**config.mk**
```make
export PLATFORM = sky130hd
export DESIGN_NAME = coupled_hold_cell
export DESIGN_NICKNAME = d
export VERILOG_FILES = /design/src/rtl/coupled_hold_cell.sv
export SDC_FILE = /design/constraint.sdc
export NUM_CORES = 1
export LEC_CHECK = 0
export CORE_ASPECT_RATIO = 1.25
export CORE_MARGIN = 4
export CORE_UTILIZATION = 41
export DETAILED_ROUTE_END_ITERATION = 10
export PLACE_DENSITY = 0.86
export REMOVE_ABC_BUFFERS = 1
export SYNTH_ARGS = -nofsm -noshare
export SYNTH_HDL_FRONTEND = slang
export SYNTH_SLANG_ARGS = --single-unit
```
**constraint.sdc**
```tcl
create_clock -name clk -period 2.6 [get_ports clk]
set_input_delay 0.65 -clock clk [delete_from_list [all_inputs] [get_ports clk]]
set_output_delay 0.65 -clock clk [all_outputs]
set_load 0.02 [all_outputs]
```
**src/rtl/coupled_hold_cell.sv**
```systemverilog
// coupled_hold_cell
//   One cell of the Ising oscillator array. A phase wavefront on din is passed
//   to dout after one cycle, or held for |weight| extra cycles when the signed
//   coupling weight and the din/sout agreement call for it. A single-word
//   write/read slice carries weight, enable, spin preload and a saturating
//   hold-event counter.
//
// Ports
//   clk            clock for phase path and config path
//   ising_rstn     asynchronous active-low reset
//   din            previous stage, unrotated phase
//   sout           previous stage, rotated phase (coupling source)
//   dout           registered phase to next stage
//   wready         write strobe
//   wr_addr_match  this cell is addressed
//   wdata          write word: [W-1:0] weight, [8] enable, [9] stat_clear,
//                  [10] spin_load, [11] spin_val
//   rdata          read word:  [W-1:0] weight, [8] enable, [12] busy, [13] q,
//                  [16+CNT_W-1:16] hold_count, all other bits 0
//
// state | meaning
// ------+---------------------------------------------------------------
// IDLE  | q follows din (one-cycle pass), waiting for a wavefront to hold
// HOLD  | wavefront held, cnt counts remaining extra cycles down to 0
module coupled_hold_cell #(
    parameter int WEIGHT_W = 4,
    parameter int CNT_W    = 16
) (
    input  logic        clk,
    input  logic        ising_rstn,
    input  logic        din,
    input  logic        sout,
    output logic        dout,
    input  logic        wready,
    input  logic        wr_addr_match,
    input  logic [31:0] wdata,
    output logic [31:0] rdata
);

    localparam int CW = WEIGHT_W - 1;
    localparam logic [WEIGHT_W-1:0] W_MIN = WEIGHT_W'(1) << (WEIGHT_W - 1);

    typedef enum logic {
        IDLE = 1'b0,
        HOLD = 1'b1
    } state_t;

    state_t                      state_q, state_d;
    logic                        q_q, q_d;
    logic [CW-1:0]               cnt_q, cnt_d;
    logic [WEIGHT_W-1:0]         weight_q, weight_d;
    logic                        enable_q, enable_d;
    logic [CNT_W-1:0]            hold_count_q, hold_count_d;

    logic                        wr_en;
    logic                        stat_clear;
    logic                        spin_load;
    logic                        hold_inc;
    logic [WEIGHT_W-1:0]         wr_weight;
    logic [WEIGHT_W-1:0]         mag;
    logic                        w_pos;
    logic                        w_neg;
    logic                        wave;
    logic                        mis;
    logic                        hold_cond;
    logic                        unused_wdata;

    assign wr_en      = wready & wr_addr_match;
    assign stat_clear = wr_en & wdata[9];
    assign spin_load  = wr_en & wdata[10];
    assign unused_wdata = ^wdata;

    // The most negative code has no positive counterpart, so it is clamped
    // one step toward zero to keep |weight| within cnt's range.
    assign wr_weight = (wdata[WEIGHT_W-1:0] == W_MIN) ? (W_MIN | WEIGHT_W'(1))
                                                      : wdata[WEIGHT_W-1:0];

    assign w_neg = weight_q[WEIGHT_W-1];
    assign w_pos = ~weight_q[WEIGHT_W-1] & (|weight_q);
    assign mag   = w_neg ? (~weight_q + WEIGHT_W'(1)) : weight_q;

    assign wave      = din ^ q_q;
    assign mis       = din ^ sout;
    assign hold_cond = (w_pos & mis) | (w_neg & ~mis);

    always_comb begin
        weight_d = weight_q;
        enable_d = enable_q;
        if (wr_en) begin
            weight_d = wr_weight;
            enable_d = wdata[8];
        end
    end

    always_comb begin
        state_d  = state_q;
        q_d      = q_q;
        cnt_d    = cnt_q;
        hold_inc = 1'b0;
        if (spin_load) begin
            q_d     = wdata[11];
            state_d = IDLE;
        end else begin
            case (state_q)
                IDLE: begin
                    if (!enable_q) begin
                        q_d = din;
                    end else if (wave && hold_cond && (mag != '0)) begin
                        state_d = HOLD;
                        cnt_d   = mag[CW-1:0] - CW'(1);
                    end else begin
                        q_d = din;
                    end
                end
                HOLD: begin
                    // Disabled or withdrawn wavefront: drop back without
                    // releasing and without counting an event.
                    if (!enable_q || !wave) begin
                        state_d = IDLE;
                    end else if (cnt_q == '0) begin
                        q_d      = din;
                        state_d  = IDLE;
                        hold_inc = 1'b1;
                    end else begin
                        cnt_d = cnt_q - CW'(1);
                    end
                end
                default: state_d = IDLE;
            endcase
        end
    end

    always_comb begin
        hold_count_d = hold_count_q;
        if (stat_clear) begin
            hold_count_d = '0;
        end else if (hold_inc && !(&hold_count_q)) begin
            hold_count_d = hold_count_q + CNT_W'(1);
        end
    end

    always_ff @(posedge clk or negedge ising_rstn) begin
        if (!ising_rstn) begin
            state_q      <= IDLE;
            q_q          <= 1'b0;
            cnt_q        <= '0;
            weight_q     <= '0;
            enable_q     <= 1'b0;
            hold_count_q <= '0;
        end else begin
            state_q      <= state_d;
            q_q          <= q_d;
            cnt_q        <= cnt_d;
            weight_q     <= weight_d;
            enable_q     <= enable_d;
            hold_count_q <= hold_count_d;
        end
    end

    assign dout = q_q;

    always_comb begin
        rdata                  = '0;
        rdata[WEIGHT_W-1:0]    = weight_q;
        rdata[8]               = enable_q;
        rdata[12]              = (state_q == HOLD);
        rdata[13]              = q_q;
        rdata[16 +: CNT_W]     = hold_count_q;
    end

endmodule

```
=== Word level (Yosys, flattened, before mapping) ===
Cells that the tools add are included.

* Add/subtract/negate cells: 4
* Equality and inequality tests: 8
* Multiplexer cells: 25
* Bitwise operators: 14
* Reductions and logical operators: 14

{| class="wikitable"
|+ Operators by type and width
! operator !! number
|-
| $mux W16 || 2
|-
| $add A16 B1 Y16 const B || 1
|-
| $reduce_and A16 Y1 || 1
|-
| $mux W1 || 14
|-
| $mux W3 || 4
|-
| $mux W4 || 2
|-
| $ne A2 B2 Y1 const B || 4
|-
| $and A1 B1 Y1 || 6
|-
| $pmux W3 S2 || 1
|-
| $sub A3 B1 Y3 const B || 2
|-
| $reduce_and A5 Y1 || 1
|-
| $add A4 B1 Y4 const B || 1
|-
| $eq A4 B4 Y1 const B || 1
|-
| $ne A4 B4 Y1 const B || 1
|-
| $not A1 Y1 || 4
|-
| $not A4 Y4 || 1
|-
| $pmux W1 S2 || 2
|-
| $reduce_bool A4 Y1 || 1
|-
| $reduce_or A4 Y1 || 1
|-
| $logic_and A1 B1 Y1 || 3
|-
| $logic_not A1 Y1 || 3
|-
| $logic_not A3 Y1 || 1
|-
| $ne A3 B1 Y1 const B || 1
|-
| $ne A3 B3 Y1 const B || 1
|-
| other kinds (5) || 6
|}

* Register bits: 26
* Output and inout port bits: 33
* Logic and storage cells: 71
* Input port bits: 38

=== Logic depth before layout (Yosys ltp) ===
* Depth in word-level cells: 10
* Mapped depth: 10
* Gate-level depth less buffers: 10

=== Least setup slack after synthesis ===
No wires, ideal clock.

* Path kind: flip-flop to flip-flop
* From: register weight_q[0]
* To: register cnt_q[0]
* Data required time: 2475 ps
* Buffers on the path: 0
* Stages on the path, launching flop included: 8
* Arrival time: 1836 ps
* Setup time: 125 ps
* Path slack: 639 ps
* Period minus slack after synthesis: 1961 ps
* Cell sequence: dfrtp_1 inv_1 ha_1 nand2b_1 a21oi_1 o21ai_0 a21oi_1 mux2_2

* Cells in the longest elaborated chain, start to end: 8
* Elaborated cells between the ends (all ways): 16
* Classes of those cells: add/sub (2); eq/ne (1); mux (4); bitwise (4); reduce/logical (5)

{| class="wikitable"
|+ RTL lines
! element !! line !! source
|-
| start: declaration || 51 || <nowiki>logic [WEIGHT_W-1:0] weight_q, weight_d;</nowiki>
|-
| start signal: assignment || 154 || <nowiki>weight_q <= weight_d;</nowiki>
|-
| branches (longest 8 deep; another with $add A4 B1 Y4) || n/a ||
|-
| end signal: assignment || 153 || <nowiki>cnt_q <= cnt_d;</nowiki>
|-
| end: declaration || 50 || <nowiki>logic [CW-1:0] cnt_q, cnt_d;</nowiki>
|}

Parallel ways; which one is timed is not known. The select of a mux whose other input is x is not followed.
A chain may end at the register's enable or synchronous reset.

=== Final worst setup path ===
* From: input din
* To: register hold_count_q[13]

* Cells in the longest elaborated chain, start to end: 8

{| class="wikitable"
|+ RTL lines
! element !! line !! source
|-
| start: declaration || 31 || <nowiki>input logic din,</nowiki>
|-
| $xor A1 B1 Y1 || 82 || <nowiki>assign wave = din ^ q_q;</nowiki>
|-
| $logic_not A1 Y1 || 118 || <nowiki>if (!enable_q || !wave) begin</nowiki>
|-
| $logic_or A1 B1 Y1 || 118 ||
|-
| $mux W1 || 118 ||
|-
| $mux W1 || 104 || <nowiki>case (state_q)</nowiki>
|-
| $mux W1 || 100 || <nowiki>if (spin_load) begin</nowiki>
|-
| $logic_and A1 B1 Y1 || 137 || <nowiki>end else if (hold_inc && !(&hold_count_q)) begin</nowiki>
|-
| $reduce_bool A2 Y1 (no source line) || n/a ||
|-
| end signal: assignment || 156 || <nowiki>hold_count_q <= hold_count_d;</nowiki>
|-
| end: declaration || 53 || <nowiki>logic [CNT_W-1:0] hold_count_q, hold_count_d;</nowiki>
|}

No other way between the ends.

==> reports/results.ini <==
[worst_setup_path]
critPathRequiredTime_ns=2.73
slowest_delay_ns=0.52
cp_slowest_cell=clkdlybuf4s50_1
crit_path_cell_trace=clkdlybuf4s50_1 > xor2_2 > nand4_2 > a211o_1 > nor4_1 > xnor2_1 > nor2_1
crit_path_start_kind=input pin
critPathBufInv=1
end_kind=register
crit_family=simple AND/OR/NAND/NOR gates
criticalPathCategory=in2reg
path_max_fanout=7
cp.arrival_ns=2.50

[yosys]
yosysSeqAreaShare_pct=42.0
yosysUniqueCellTypes=36
synthTopCellsByArea=dfrtp_1 (42%), buf_4 (6.3%), xnor2_1 (5.1%), nor2_1 (4.6%), xor2_1 (4.0%)
synth_top_area_share_pct=42.0
avgSynthCellArea_sq_um=9.55
synthFlopType=dfrtp_1
synth_area_sq_mm=0.00155
yosysWarningCount=0
yosys.area.top_type=dfrtp_1
ys_ff_latch=26
netlist_top_cells_count=dfrtp_1 (26), nor2_1 (19), buf_4 (13)
synth_cells=162
synth-edff-count=0
yosysMostFrequentCell=dfrtp_1
synthArstFlopShare_pct=100

[drt]
routed_wl_um=3090
drt_pass1_iterations=4
ant_nets=0
vias=1260
vias_per_cell=5.23
drt-initial-drc-count=53
wl_per_cell_um=12.8
post-route-drc-count=0

[sta]
rsz0062_at_grt=no
holdWs_ns=0.578
worstMarginPinSlew_ns=0.565
period_share_pct=91.0
slew_violations=0
setup_ws_ns=0.235
max_slew_margin_pct=62.3
fin_crit_ns=2.36
fmax_mhz=423
final-setup-viol-count=0
skew_ns=0.00223
finalHoldViolCount=0

[power_and_ir_drop]
power_density_mw_per_mm2=516
power.switching_w=0.000325
p_int_w=0.000701
power_frac_seq_pct=50.2
p_sw_share_pct=31.7
pwr-share-clk_pct=21.3
power_frac_comb_pct=28.5
vdd_ir_drop_max_mv=0.269
p_leak_nw=0.845

[finish]
post-route-util_pct=55.6
drive_gt1_share_pct=9.41
final_design_area_no_fill_sq_mm=0.00199
finalNetCount=245
diodes=0
stdcell_count=241
area_growth_pct=28.3

[clock_network]
cts-htree-levels=1
postCtsSetupRepairBufs=0
numCtsBuffers=3
cts_buffer_depth=2
cts_num_sinks=26
cts_tree=done
cts_root_buf=clkbuf_8
clkTransAtPathRegs_ns=0.08
ctsResizeCount=0
worstSkewPairLatency_ns=0.26
ctsHoldBuffers=0

[place]
dp.cells=238
io_buffers=37
gp_congestion=0.826
place_area_sq_mm=0.00194
place_hpwl_um=2380
preCtsSetupSlack_ns=-0.0683

[floorplan]
rows=24
die_y_um=76.7
start_util_pct=43.3
pin_count=71
core_area_sq_mm=0.00357
die_w_um=63.0
dieArea_sq_mm=0.00483

[global_routing]
grt_use_met1_pct=16.0
antenna_found_initial=0
grt_overflow=0
grt_pass1_wl_um=5390
grt_use_met2_pct=23.7
grt-busiest-layer=met2
grt_pass1_vias=1254
grtUsageTotal_pct=13.3
grt.met3_usage_pct=2.78
grt_start_max_net_pins=27

[run_status]
status=complete, no violations

[job]
drv_cap=0

[hold_path]
hold_class=reg2reg

[cell usage in the layout, fill, tap and decap left out, drive strengths merged, types with 6 or more instances in the layout]
cell / instances
nand2: 7
nor2: 19
nand3: 9
dfrtp: 26
a21oi: 10
nand4: 6
inv: 7
xnor2: 9
conb: 9
buf: 7
xor2: 8
clkdlybuf4s50: 37
[power by group through the flow]
stage,Clock (W),Sequential [W],Combinational (W)
finish,0.000218,0.000514,0.000293
global route,0.000244,0.000525,0.000321
CTS,0.000226,0.000515,0.000296
detailed placement,0,0.000523,0.000294
global placement,0,0.000521,0.000289
floorplan,0,0.000539,0.000159
[final cells by class]
type	instances	area [sq um]
Clock buffer	3	41.3
Fill cell	330	1590
Inverter	7	26.3
Multi-Input combinational cell	122	796
Sequential cell	26	651
Tap cell	39	48.8
Timing Repair Buffer	44	423
[per-layer routing]
| layer | routed length [um] | vias up |
|---|---|---|
| li1 | - | 619 |
| met1 | 1320 | 593 |
| met2 | 1580 | 46 |
| met4 | 17 | 0 |
| met5 | 0 | - |
| met3 | 177 | 2 |
[through the flow]
stage                     total power (W)  TNS [ns]
after global routing              0.00109         0
after detailed placement         0.000817   -0.0995
after global placement           0.000810  -0.00922
final                             0.00103         0
after floorplan                  0.000697         0
after CTS                         0.00104         0
[registers in the layout, indices dropped and copies added, names as in the netlist]
register	count
state_q	1
cnt_q	3
enable_q	1
weight_q	4
dout	1
hold_count_q	16
[tightest hold or removal path, stage by stage, from the launching register on]
cell and delay (ns):
dfrtp_1 0.39, xnor2_1 0.13, nor2_1 0.04
[logic make-up after synthesis]
| family | Yosys count | synth area share, % |
|---|---|---|
| simple gates | 63 | 22.2 |
| mux | 9 | 6.22 |
| compound gates | 21 | 8.25 |
| fa+ha+maj | 3 | 2.43 |
| flops | 26 | 42.0 |
| other cells | 1 | 0.242 |
| xor+xnor | 17 | 10.1 |
| buf+inv | 22 | 8.49 |
[final timing paths]
| kind | slack [ns] | startpoint | endpoint | cells after the start |
|---|---|---|---|---|
| worst max-delay path | 0.24 | din | hold_count_q[13] | 7 |
| worst min-delay path | 0.58 | hold_count_q[15] | hold_count_q[15] | 2 |
| worst max register to register | 0.56 | state_q | hold_count_q[13] | 6 |
| worst min register to register | 0.58 | hold_count_q[15] | hold_count_q[15] | 2 |
| max in group asynchronous | 1.60 | ising_rstn | hold_count_q[12] | 2 |
| min in group asynchronous | 0.75 | ising_rstn | weight_q[1] | 2 |
Power figures use the tool's default switching activity.
